[src/rtl/mem_arb_pkg.sv]
// Shared types and constants for the memory port arbiter slice.
package mem_arb_pkg;

    localparam int unsigned DEF_NUM_PORTS  = 2;
    localparam int unsigned DEF_ADDR_WIDTH = 32;
    localparam int unsigned DEF_DATA_WIDTH = 32;

    typedef enum logic [1:0] {
        IDLE,
        ACCESS,
        DONE
    } arb_state_t;

    // Index width that stays at least 1 bit so a single-port build still has a legal vector
    function automatic int unsigned port_idx_w(input int unsigned n);
        return (n > 1) ? $clog2(n) : 1;
    endfunction

endpackage

[src/rtl/rr_picker.sv]
// Combinational round-robin picker: first requester at or above ptr, wrapping around.
module rr_picker
    import mem_arb_pkg::*;
#(
    parameter int unsigned NUM_PORTS = DEF_NUM_PORTS,
    parameter int unsigned IDX_W     = port_idx_w(NUM_PORTS)
) (
    input  logic [NUM_PORTS-1:0] req,
    input  logic [IDX_W-1:0]     ptr,
    output logic [NUM_PORTS-1:0] grant,
    output logic [IDX_W-1:0]     idx,
    output logic                 any_req
);

    int unsigned          cand;
    logic [NUM_PORTS-1:0] rot;

    always_comb begin
        grant   = '0;
        idx     = '0;
        any_req = 1'b0;
        cand    = 0;
        rot     = '0;
        for (int unsigned i = 0; i < NUM_PORTS; i++) begin
            cand = (32'(ptr) + i) % NUM_PORTS;
            rot  = req >> cand;
            if (!any_req && rot[0]) begin
                any_req = 1'b1;
                idx     = IDX_W'(cand);
                grant   = NUM_PORTS'(1) << cand;
            end
        end
    end

endmodule

[src/rtl/mem_port_arbiter.sv]
// Round-robin arbiter from NUM_PORTS requesters onto the single memory_* port,
// one transaction in flight, with optional response timeout.
module mem_port_arbiter
    import mem_arb_pkg::*;
#(
    parameter int unsigned NUM_PORTS  = DEF_NUM_PORTS,
    parameter int unsigned ADDR_WIDTH = DEF_ADDR_WIDTH,
    parameter int unsigned DATA_WIDTH = DEF_DATA_WIDTH,
    parameter int unsigned TIMEOUT    = 0
) (
    input  logic                            clk,
    input  logic                            reset,
    input  logic [NUM_PORTS-1:0]            req_valid,
    input  logic [NUM_PORTS-1:0]            req_write,
    input  logic [NUM_PORTS*ADDR_WIDTH-1:0] req_addr,
    input  logic [NUM_PORTS*DATA_WIDTH-1:0] req_wdata,
    output logic [NUM_PORTS-1:0]            req_ready,
    output logic [NUM_PORTS-1:0]            rsp_valid,
    output logic [DATA_WIDTH-1:0]           rsp_rdata,
    output logic                            rsp_err,
    output logic [ADDR_WIDTH-1:0]           memory_addr,
    output logic                            memory_rden,
    output logic                            memory_wren,
    input  logic [DATA_WIDTH-1:0]           memory_read_val,
    output logic [DATA_WIDTH-1:0]           memory_write_val,
    input  logic                            memory_response
);

    localparam int unsigned IDX_W = port_idx_w(NUM_PORTS);
    localparam int unsigned TO_W  = (TIMEOUT > 1) ? $clog2(TIMEOUT) : 1;

    arb_state_t            state;
    logic [IDX_W-1:0]      rr_ptr;
    logic [IDX_W-1:0]      idx_q;
    logic                  write_q;
    logic [TO_W-1:0]       to_cnt;

    logic [NUM_PORTS-1:0]  pick_grant;
    logic [IDX_W-1:0]      pick_idx;
    logic                  any_req;
    logic                  sel_write;
    logic [ADDR_WIDTH-1:0] sel_addr;
    logic [DATA_WIDTH-1:0] sel_wdata;
    logic                  timeout_hit;

    rr_picker #(
        .NUM_PORTS (NUM_PORTS),
        .IDX_W     (IDX_W)
    ) u_picker (
        .req     (req_valid),
        .ptr     (rr_ptr),
        .grant   (pick_grant),
        .idx     (pick_idx),
        .any_req (any_req)
    );

    assign sel_write   = |(req_write & pick_grant);
    assign sel_addr    = ADDR_WIDTH'(req_addr >> (32'(pick_idx) * ADDR_WIDTH));
    assign sel_wdata   = DATA_WIDTH'(req_wdata >> (32'(pick_idx) * DATA_WIDTH));
    assign timeout_hit = (TIMEOUT != 0) && (32'(to_cnt) == TIMEOUT - 1);
    assign req_ready   = (state == IDLE) ? pick_grant : '0;

    // The memory_* outputs double as the latched request, so no separate copy is kept
    always_ff @(posedge clk) begin
        if (reset) begin
            state            <= IDLE;
            rr_ptr           <= '0;
            idx_q            <= '0;
            write_q          <= 1'b0;
            to_cnt           <= '0;
            memory_addr      <= '0;
            memory_write_val <= '0;
            memory_rden      <= 1'b0;
            memory_wren      <= 1'b0;
            rsp_valid        <= '0;
            rsp_rdata        <= '0;
            rsp_err          <= 1'b0;
        end else begin
            case (state)
                IDLE: begin
                    if (any_req) begin
                        idx_q            <= pick_idx;
                        write_q          <= sel_write;
                        memory_addr      <= sel_addr;
                        memory_write_val <= sel_wdata;
                        memory_rden      <= !sel_write;
                        memory_wren      <= sel_write;
                        to_cnt           <= '0;
                        rr_ptr           <= (32'(pick_idx) == NUM_PORTS - 1) ? '0 : pick_idx + 1'b1;
                        state            <= ACCESS;
                    end
                end
                ACCESS: begin
                    if (memory_response || timeout_hit) begin
                        rsp_valid        <= NUM_PORTS'(1) << idx_q;
                        rsp_err          <= !memory_response;
                        rsp_rdata        <= (memory_response && !write_q) ? memory_read_val : '0;
                        memory_rden      <= 1'b0;
                        memory_wren      <= 1'b0;
                        memory_addr      <= '0;
                        memory_write_val <= '0;
                        state            <= DONE;
                    end else begin
                        to_cnt <= to_cnt + 1'b1;
                    end
                end
                DONE: begin
                    rsp_valid <= '0;
                    rsp_rdata <= '0;
                    rsp_err   <= 1'b0;
                    to_cnt    <= '0;
                    state     <= IDLE;
                end
                default: state <= IDLE;
            endcase
        end
    end

endmodule

[config.mk]
export PLATFORM = sky130hd
export DESIGN_NAME = mem_port_arbiter
export DESIGN_NICKNAME = d
export VERILOG_FILES = /design/src/rtl/mem_arb_pkg.sv /design/src/rtl/rr_picker.sv /design/src/rtl/mem_port_arbiter.sv
export SDC_FILE = /design/constraint.sdc
export NUM_CORES = 1
export LEC_CHECK = 0
export CORE_UTILIZATION = 39
export DETAILED_ROUTE_END_ITERATION = 10
export PLACE_DENSITY = 0.83
export SYNTH_ARGS = -nofsm -noshare
export SYNTH_HDL_FRONTEND = slang
export SYNTH_SLANG_ARGS = --single-unit
[constraint.sdc]
create_clock -name clk -period 2.9 [get_ports clk]
set_input_delay 0.29 -clock clk [delete_from_list [all_inputs] [get_ports clk]]
set_output_delay 0.29 -clock clk [all_outputs]
set_load 0.01 [all_outputs]
==> Word level (Yosys, flattened, before mapping) <==
Index checks and enable logic that the tools add are counted.
{ "op_classes": {"n_bitwise": 1, "mux": 28, "n_reduce_logical": 14, "eq_ne": 4, "shifts": 7, "addsub": 2} }
{ "ops": {"columns": ["operator", "n"], "rows": [
  ["case mux 32 bit (2 select lines)", 3],
  ["2-to-1 mux 32 bit", 5],
  [">> shifter 64 x 6 -> 32 bit", 2],
  ["2-to-1 mux 2 bit", 6],
  ["2-to-1 mux 1 bit", 9],
  ["case mux 2 bit (2 select lines)", 2],
  ["case mux 1 bit (2 select lines)", 3],
  ["AND reduction 2 bit", 3],
  ["<< shifter 1 x 1 -> 2 bit, first input constant", 3],
  ["zero test 1 bit", 4],
  ["!= test 2 bit, second input constant", 2],
  ["nonzero test 2 bit", 2],
  [">> shifter 2 x 1 -> 1 bit", 2],
  ["AND reduction 3 bit", 1],
  ["adder 1 bit, second input constant", 2],
  ["bitwise AND 2 bit", 1],
  ["== test 2 x 1 -> 1 bit, second input constant", 1],
  ["== test 2 bit, second input constant", 1],
  ["logical AND 1 bit", 2],
  ["zero test 2 bit", 1],
  ["OR reduction 2 bit", 1]
]} }
{ "totals": {"ff_bits": 106, "out_inout_bits": 103, "input_bits": 167, "wordCells": 67} }

==> Depth between registers and ports, before layout <==
{ "logic_depth": {"word_depth": 10, "mapped_depth": 6, "ltp_nobuf": 4} }

==> By module <==
Synthesis repeated with hierarchy kept, for this count alone.
{ "hier_totals": {"hier_cells": 368, "area_unflattened_um2": 4284.1} }
{ "modules_own_cells": {"columns": ["mod", "cells_per_inst", "n_inst", "area_per_inst_um2", "seq_area_each_um2"], "rows": [
  ["mem_port_arbiter", 363, 1, 4251.6, 2122.0],
  ["rr_picker", 5, 1, 32.5, 0.0]
]} }

==> Worst setup path before layout <==
OpenSTA, ideal clock, no wires.
{ "synth_timing": {"path_type": "register to output", "startpoint": "register rr_ptr", "endpoint": "output req_ready[0]", "t_arrival_ps": 1104, "stages_incl_launch_ff": 4, "n_path_buf": 1, "required_time_ps": 2610, "setup_slack_ps": 1506, "path_cell_list": "dfxtp_1 a21oi_2 clkbuf_1 and2_1"} }
{ "synth_via": {"elab_chain_cells": 6, "word_cells_on_any_way": 11, "cone_classes": "add/sub (1); shift (4); mux (4); reduce/logical (2)"} }
{ "synth_rtl": {"columns": ["element", "line", "source"], "rows": [
  ["from (decl)", "mem_port_arbiter.sv:33", "logic [IDX_W-1:0] rr_ptr;"],
  ["from (signal assigned)", "mem_port_arbiter.sv:89", "rr_ptr <= (32'(pick_idx) == NUM_PORTS - 1) ? '0 : pick_idx + 1'b1;"],
  [">> shifter 2 x 1 -> 1 bit", "rr_picker.sv:26", "rot = req >> cand;"],
  ["2-to-1 mux 1 bit", "rr_picker.sv:27", "if (!any_req && rot[0]) begin"],
  ["zero test 1 bit", "rr_picker.sv:27", null],
  ["logical AND 1 bit", "rr_picker.sv:27", null],
  ["2-to-1 mux 2 bit *", "rr_picker.sv:27", null],
  ["2-to-1 mux 2 bit *", "mem_port_arbiter.sv:61", "assign req_ready = (state == IDLE) ? pick_grant : '0;"],
  ["to (decl)", "mem_port_arbiter.sv:17", "output logic [NUM_PORTS-1:0] req_ready,"]
]} }
Every way passes the cells marked *; elsewhere a longest branch is shown, timed or not.

==> Worst setup path in the final report <==
{ "layout_timing": {"startpoint": "register state[1]", "endpoint": "output req_ready[0]"} }
{ "layout_via": {"elab_chain_cells": 2} }
{ "layout_rtl": {"columns": ["element", "line", "source"], "rows": [
  ["from (decl)", "mem_port_arbiter.sv:32", "arb_state_t state;"],
  ["from (signal assigned)", "mem_port_arbiter.sv:66", "state <= IDLE;"],
  ["from (signal assigned)", "mem_port_arbiter.sv:90", "state <= ACCESS;"],
  ["from (signal assigned)", "mem_port_arbiter.sv:102", "state <= DONE;"],
  ["zero test 2 bit", "mem_port_arbiter.sv:61", null],
  ["2-to-1 mux 2 bit", "mem_port_arbiter.sv:61", null]
]} }
No other way between the ends.

==> flow_metrics.env <==
export IMPL_multi_input_area_mm2=0.001752
export IMPL_synth_compound_area_share_pct=29.64
export IMPL_crit_path_top_delay_cell="clkdlybuf4s50_1"
export IMPL_r2r_start="state[1]"
export IMPL_nFillCells=766
export IMPL_ys_ff_latch=106
export IMPL_finalHoldViolCount=0
export IMPL_crit_chain="nor2_1 > and2_1 > clkdlybuf4s50_1"
export IMPL_final_area_mm2=0.006979
export IMPL_vias=4033
export IMPL_cts_clk_slew_worst_paths_ns=0.10
export IMPL_rows=36
export IMPL_worstReg2RegEnd="memory_addr[0]"
export IMPL_ios=270
export IMPL_ant_nets=0
export IMPL_layout_commonest_cell="clkdlybuf4s50_1"
export IMPL_die_h_um=103.8
export IMPL_h_tree_depth=3
export IMPL_ctsResizeCount=0
export IMPL_grt_ovfl_total=0
export IMPL_dieArea_mm2=0.01078
export IMPL_synth_top_family_by_area="compound AO/OA/AOI/OAI gates"
export IMPL_setup_slack_ns=0.6656
export IMPL_cts_tree="yes"
export IMPL_cts_setup_buffers=0
export IMPL_hold_buffers=0
export IMPL_synthSimpleGateAreaFrac_pct=5.384
export IMPL_fin_crit_ns=2.234
export IMPL_final_cell_mix="clkdlybuf4s50_1, dfxtp_1, a22oi_1"
export IMPL_netlist_area_mm2=0.004044
export IMPL_nets=796
export IMPL_antenna_found_initial=0
export IMPL_grt_pass1_wl_um=20190
export IMPL_grt_max_degree=43
export IMPL_place_hpwl_um=9566
export IMPL_design_core_area_mm2=0.009910
export IMPL_fmax_mhz=447.5
export IMPL_min_path_type="flip-flop to flip-flop"
export IMPL_cap_violations=0
export IMPL_ys_warn_count=0
export IMPL_critPathLaunchType="flip-flop"
export IMPL_drt_total_wl_um=12830
export IMPL_tightest_slew_ns=1.226
export IMPL_hold_path_end="memory_addr[5]"
export IMPL_initialDrtViolationCount=151
export IMPL_finalSetupViolations=0
export IMPL_fp_dieW_um=103.8
export IMPL_area_growth_syn_to_layout_pct=72.59
export IMPL_cp_end_kind="primary output"
export IMPL_period_share_pct=77.05
export IMPL_drc_errors=0
export IMPL_grt_usage_pct=23.24
export IMPL_syn_avg_cell_area_um2=10.70
export IMPL_place_congestion=0.7690
export IMPL_relSlewSlack_pct=18.26
export IMPL_wl_per_cell_um=16.72
export IMPL_fin_hold_ws_ns=0.4684
export IMPL_drive_gt1_share_pct=4.732
export IMPL_yosysUniqueCellTypes=27
export IMPL_synth_mux_area_share_pct=7.704
export IMPL_slowest_delay_ns=0.55
export IMPL_place_area_mm2=0.006804
export IMPL_antenna_cells=0
export IMPL_crit_arrival_ns=1.94
export IMPL_ff2ff_setup_slack_ns=0.97
export IMPL_clkSinkCount=106
export IMPL_worstRegToRegCells=2
export IMPL_power_leakage_nw=2.588
export IMPL_setup_tns_ns=0
export IMPL_ys_seq_area_share_pct=52.48
export IMPL_io_buffers=269
export IMPL_crit_start="state[1]"
export IMPL_clk_path_buf_depth=2
export IMPL_peakVddDrop_mv=0.2591
export IMPL_synthAdderAreaFrac_pct=0
export IMPL_hp_start="memory_addr[5]"
export IMPL_min_delay_path_depth=1
export IMPL_path_max_fanout=14
export IMPL_dp_slack_ns=0.8092
export IMPL_clk_latency_ns=0.35
export IMPL_rsz0062_at_grt="no"
export IMPL_power_total_w=0.003252
export IMPL_grt_pass1_vias=4113
export IMPL_cts_root_buf="clkbuf_8"
export IMPL_powerDensity_mw_per_mm2=466.0
export IMPL_start_util_pct=40.81
export IMPL_slew_viol_final=0
export IMPL_post_synth_xor_area_fraction_pct=0
export IMPL_synth_cells=378
export IMPL_timing_clock_skew_ns=0.008421
export IMPL_path_class="flip-flop to primary output"
export IMPL_viasPerCell=5.258
export IMPL_synth_nets=545
export IMPL_worstPathRequired_ns=2.61
export IMPL_seqCellArea_mm2=0.002122
export IMPL_cts_buffers_inserted=9
export IMPL_first_pass_iters=5
export IMPL_outcome="finished clean"
-- synthesized netlist by cell type --
| library cell | instances | share of area, % |
|---|---|---|
| a21oi_1 | 4 | 0.50 |
| a21oi_2 | 2 | 0.43 |
| a22o_1 | 1 | 0.22 |
| a22oi_1 | 70 | 13 |
| a311oi_1 | 2 | 0.43 |
| a32o_1 | 2 | 0.50 |
| and2_1 | 1 | 0.15 |
| and3b_1 | 1 | 0.22 |
| buf_2 | 11 | 1.4 |
| buf_4 | 4 | 0.74 |
| buf_6 | 2 | 0.56 |
| clkbuf_1 | 20 | 1.9 |
| dfxtp_1 | 106 | 52 |
| inv_1 | 2 | 0.19 |
| inv_2 | 1 | 0.093 |
| mux2_2 | 1 | 0.28 |
| mux2i_1 | 30 | 7.4 |
| nand2_1 | 5 | 0.46 |
| nor2_1 | 37 | 3.4 |
| nor2b_1 | 1 | 0.15 |
| nor3_1 | 4 | 0.50 |
| o21a_1 | 1 | 0.19 |
| o21ai_1 | 1 | 0.12 |
| o2bb2ai_1 | 65 | 14 |
| o31ai_1 | 1 | 0.19 |
| or2_1 | 1 | 0.15 |
| or3_1 | 2 | 0.31 |
-- power by group --
| part | internal, W | switching (W) | leakage, nW | total, W |
|---|---|---|---|---|
| logic | 0.000475 | 0.000320 | 1.63 | 0.000795 |
| registers | 0.00156 | 0.0000643 | 0.868 | 0.00162 |
| clock network | 0.000319 | 0.000514 | 0.0864 | 0.000833 |
-- stage by stage --
stage	util [%]	instances
after floorplan	-	378
after global placement	68.66	751
after detailed placement	68.66	751
after CTS	70.43	767
after global routing	70.43	767
final	70.43	767
-- final cells by class --
type	instances	share of cell area (%)
Multi-Input combinational cell	232	25.10
Clock buffer	9	1.775
Timing Repair Buffer	277	39.44
Tap cell	133	2.384
Inverter	3	0.1613
Sequential cell	106	30.41
Clock inverter	7	0.7350
-- critical path: cells and delay by family, from the launching register on --
family	cells	cell delay [ns]
and+or+nand+nor	2	0.57
buffers and inverters	1	0.55
DFF	1	0.47
-- state kept, by name, summed over array words and instances, names as in the netlist --
signal,count
memory_wren,1
memory_addr,32
state,2
memory_write_val,32
write_q,1
idx_q,1
rr_ptr,1
rsp_valid,2
rsp_rdata,32
rsp_err,1
memory_rden,1
-- metal layers --
| layer | track usage [%] | vias to the layer above | share of wire [%] |
|---|---|---|---|
| met5 | 0 | - | 0 |
| met3 | 7.174 | 26 | 7.3 |
| met2 | 41.05 | 189 | 50 |
| li1 | - | 1942 | - |
| met4 | 10.10 | 0 | 3.1 |
| met1 | 25.55 | 1876 | 39 |
-- cells by family (layout without fill, tap and decap cells) --
logic type | count (synthesis) | after routing
multiplexers | 31 | 31
buffers and inverters | 40 | 296
flip-flops | 106 | 106
AND/OR/NAND/NOR | 52 | 52
AO/OA/AOI/OAI | 149 | 149
-- how the worst max path moves through the flow --
stage	cells after the start	slack, ns	to
floorplan	3	1.51	req_ready[0]
global placement	5	0.88	memory_write_val[6]
detailed placement	5	0.81	memory_write_val[8]
CTS	3	0.65	req_ready[0]
global route	3	0.53	req_ready[0]
finish	3	0.67	req_ready[0]
Note: power is estimated with default switching activity, not from simulation.
==> RTL change 1: new RTL, same flow settings <==
Encoding of `arb_state_t`: now one-hot (3 bits for 3 states).
--- a/src/rtl/mem_arb_pkg.sv
+++ b/src/rtl/mem_arb_pkg.sv
@@ -6,8 +6,8 @@
     localparam int unsigned DEF_DATA_WIDTH = 32;
 
-    typedef enum logic [1:0] {
-        IDLE,
-        ACCESS,
-        DONE
+    typedef enum logic [2:0] {
+        IDLE   = 3'b001,
+        ACCESS = 3'b010,
+        DONE   = 3'b100
     } arb_state_t;
 
Behaviour: no difference found for any inputs over 4 cycles, from zero or initial values and one cycle with reset high; so few cycles prove little.
==> RTL change 1 against the original RTL <==
- global-route usage shrank 1.2 points
- sequential cell count increased by 1
- total power up 4.9%
- area after synthesis is 4.5% higher
- via count decreased by 4.9%
- clock skew increased by 3.0 ps
- final area is 2.8% higher
- worst setup slack better by 13 ps
- routed wire length fell by 0.98%
- synthesized cell count fell by 6.3%
- sequential share of layout area is 0.55 points lower
- critical path type unchanged
- critical endpoint unchanged
==> RTL change 1: results <==
power_and_ir_drop:
  total_leakage_power_nw: 2.85
  irDropWorstVdd_v: 0.000292
  seq-power_w: 0.00167
  combPwrFrac_pct: 25.9
  p_per_area_nw_per_um2: 476
clock_tree:
  cts.clk_slew.worst_paths_ps: 100
  cts-buffers-inserted: 9
setup_path:
  reg2regPathDepth: 3
  critPathMaxStageDelay_ps: 590
  r2r-start: "state[2]"
  crit_path_max_fanout: 7
synthesis:
  yosys-top-cells-area: "dfxtp_1, mux2i_1, o2bb2ai_1"
  syn-num-nets: 521
  synth_cell_type_count: 33
final_layout:
  nets: 778
  drive_above_1_share_pct: 6.82
  num-fill-cells: 800
status:
  outcome: "finished clean"
grt:
  track_usage_pct: 22.1
  use_met2_pct: 39.2
  grt_pass1_wl_mm: 19.7
  grt_use_met3_pct: 7.23
timing:
  finalClockSkew_ps: 11.5
  maxSlewHeadroom_pct: 25.7
placed_design:
  hpwl_mm: 9.82
  gp_congestion: 0.835
route:
  routed_via_density: 5.10
  initialDrtViolationCount: 81
  wirelength_mm: 12.7
  firstDrtPassIters: 4
min_path:
  whs_path_depth: 2
  hold_start: "rsp_err"
-- RTL change 1: cell types whose count changed in the layout (fill, tap and decap cells not counted), moves of 6 or more --
| cell | unedited run | this run |
|---|---|---|
| a21oi_1 | 4 | 10 |
| a22o_1 | 1 | 27 |
| a22oi_1 | 70 | 0 |
| mux2i_1 | 30 | 65 |
| nor2_1 | 37 | 14 |
| o2bb2ai_1 | 65 | 56 |
| o2bb2ai_2 | 0 | 10 |
-- RTL change 1: cell type report --
| type | instances | share of cell area, % |
|---|---|---|
| Timing Repair Buffer | 276 | 38.6 |
| Clock buffer | 10 | 1.92 |
| Multi-Input combinational cell | 215 | 26.5 |
| Sequential cell | 107 | 29.9 |
| Clock inverter | 6 | 0.680 |
| Tap cell | 136 | 2.37 |
| Inverter | 2 | 0.105 |
-- RTL change 1: layer usage --
layer  vias to the layer above  wire length [um]
met3                        11              1160
met5                         -                 0
met1                      1812              5090
met2                       167              6330
li1                       1846                 -
met4                         0               119
-- RTL change 1: stage by stage --
stage / instances / hold slack (ps) / worst slack (ps) / utilization (%)
CTS: 752 / 437 / 670 / 68.9
global route: 752 / 455 / 557 / 68.9
floorplan: 354 / 416 / 1490 / -
global placement: 736 / 417 / 791 / 67.1
detailed placement: 736 / 422 / 681 / 67.1
finish: 752 / 435 / 679 / 68.9
-- RTL change 1: cells by family after synthesis --
| logic type | after synthesis | share of synthesized area (%) |
|---|---|---|
| AOI/OAI and AO/OA | 110 | 23.2 |
| buffers and inverters | 32 | 4.74 |
| muxes | 65 | 15.4 |
| DFF | 107 | 50.7 |
| and+or+nand+nor | 40 | 5.98 |
-- RTL change 1: final timing paths --
kind,end,slack (ps)
setup / recovery,req_ready[0],680
hold reg to reg,rsp_err,440
hold / removal,rsp_err,440
setup reg to reg,rsp_rdata[18],980
==> RTL change 2: new RTL, config.mk and constraints unchanged <==
Without the edit above. The package constant `DEF_NUM_PORTS` goes from 2 to 1.
--- a/src/rtl/mem_arb_pkg.sv
+++ b/src/rtl/mem_arb_pkg.sv
@@ -2,5 +2,5 @@
 package mem_arb_pkg;
 
-    localparam int unsigned DEF_NUM_PORTS  = 2;
+    localparam int unsigned DEF_NUM_PORTS  = 1;
     localparam int unsigned DEF_ADDR_WIDTH = 32;
     localparam int unsigned DEF_DATA_WIDTH = 32;
Interface: changed (6 resized); port bits go from 270 to 202. No check against the original RTL was run, so the function may have changed too.
==> RTL change 2 against the original RTL <==
- synthesized cell count fell by 35%
- final area shrank 21%
- sequential power decreased by 5%
- total power is 4.2% lower
- global-route usage is 3.3 points lower
- worst setup slack better by 260 ps
- routed wire length decreased by 31%
- sequential share of layout area grew 6.8 points
- utilization fell by 0.17 points
- combinational power down 40%
- area after synthesis shrank 20%
- sequential cell count decreased by 3
==> RTL change 2: results <==
route:
  wl_met3_um: 629
  initialDrtViolationCount: 42
  routed_via_density: 5.07
  vias: 2772
  firstDrtPassIters: 4
grt:
  grt_use_met3_pct: 5.28
  grt_use_met1_pct: 22.7
  grt_max_degree: 57
  use_met2_pct: 34.5
  grt_pass1_wl_mm: 13.5
placed_design:
  hpwl_mm: 6.39
  port_buffers: 201
  gp_congestion: 0.719
  pre_cts_slack_ps: 937
setup_path:
  endpoint: "req_ready"
  arrival_ps: 1680
  reg2reg_slack_ps: 1190
  r2r-end: "memory_write_val[12]"
  r2r-start: "state[0]"
  crit_path_max_fanout: 4
synthesis:
  yosysSeqAreaShare_pct: 63.4
  synth_commonest_cells: "dfxtp_1, a22o_1, buf_2"
  syn-num-nets: 348
  synth_cell_type_count: 23
  yosys.area.top_type_share_pct: 63.4
  synth.avg_cell_area_sq_um: 13.2
status:
  outcome: "finished clean"
timing:
  whs_ps: 477
  maxSlewHeadroom_pct: 65.3
final_layout:
  drive_above_1_share_pct: 5.39
  nets: 543
min_path:
  hold_start: "rsp_err"
  hold_end: "rsp_err"
power_and_ir_drop:
  irDropWorstVdd_v: 0.000270
## RTL change 2: kinds of logic after synthesis
group | share of synthesized area, %
AO/OA/AOI/OAI | 27.6
buffers and inverters | 5.39
multiplexers | 0.462
flip-flops | 63.4
AND/OR/NAND/NOR | 3.12
## RTL change 2: area by class of cell
| class | instances | area, sq um |
|---|---|---|
| timing repair buffer | 206 | 2060 |
| clock buffer | 10 | 128 |
| multi-input combinational | 120 | 1030 |
| tap | 102 | 128 |
| sequential | 103 | 2060 |
| fill | 607 | 2350 |
| inverter | 2 | 7.51 |
| clock inverter | 4 | 120 |
## RTL change 2: power breakdown
group / internal (W) / switching, W / total, W
Combinational: 0.000308 / 0.000169 / 0.000477
Sequential: 0.00149 / 0.0000445 / 0.00154
Clock: 0.000652 / 0.000449 / 0.00110
## RTL change 2: worst max-delay path: stages
cell and delay [ps]:
clkdlybuf4s50_1 530, nor3b_1 260, clkdlybuf4s50_1 600
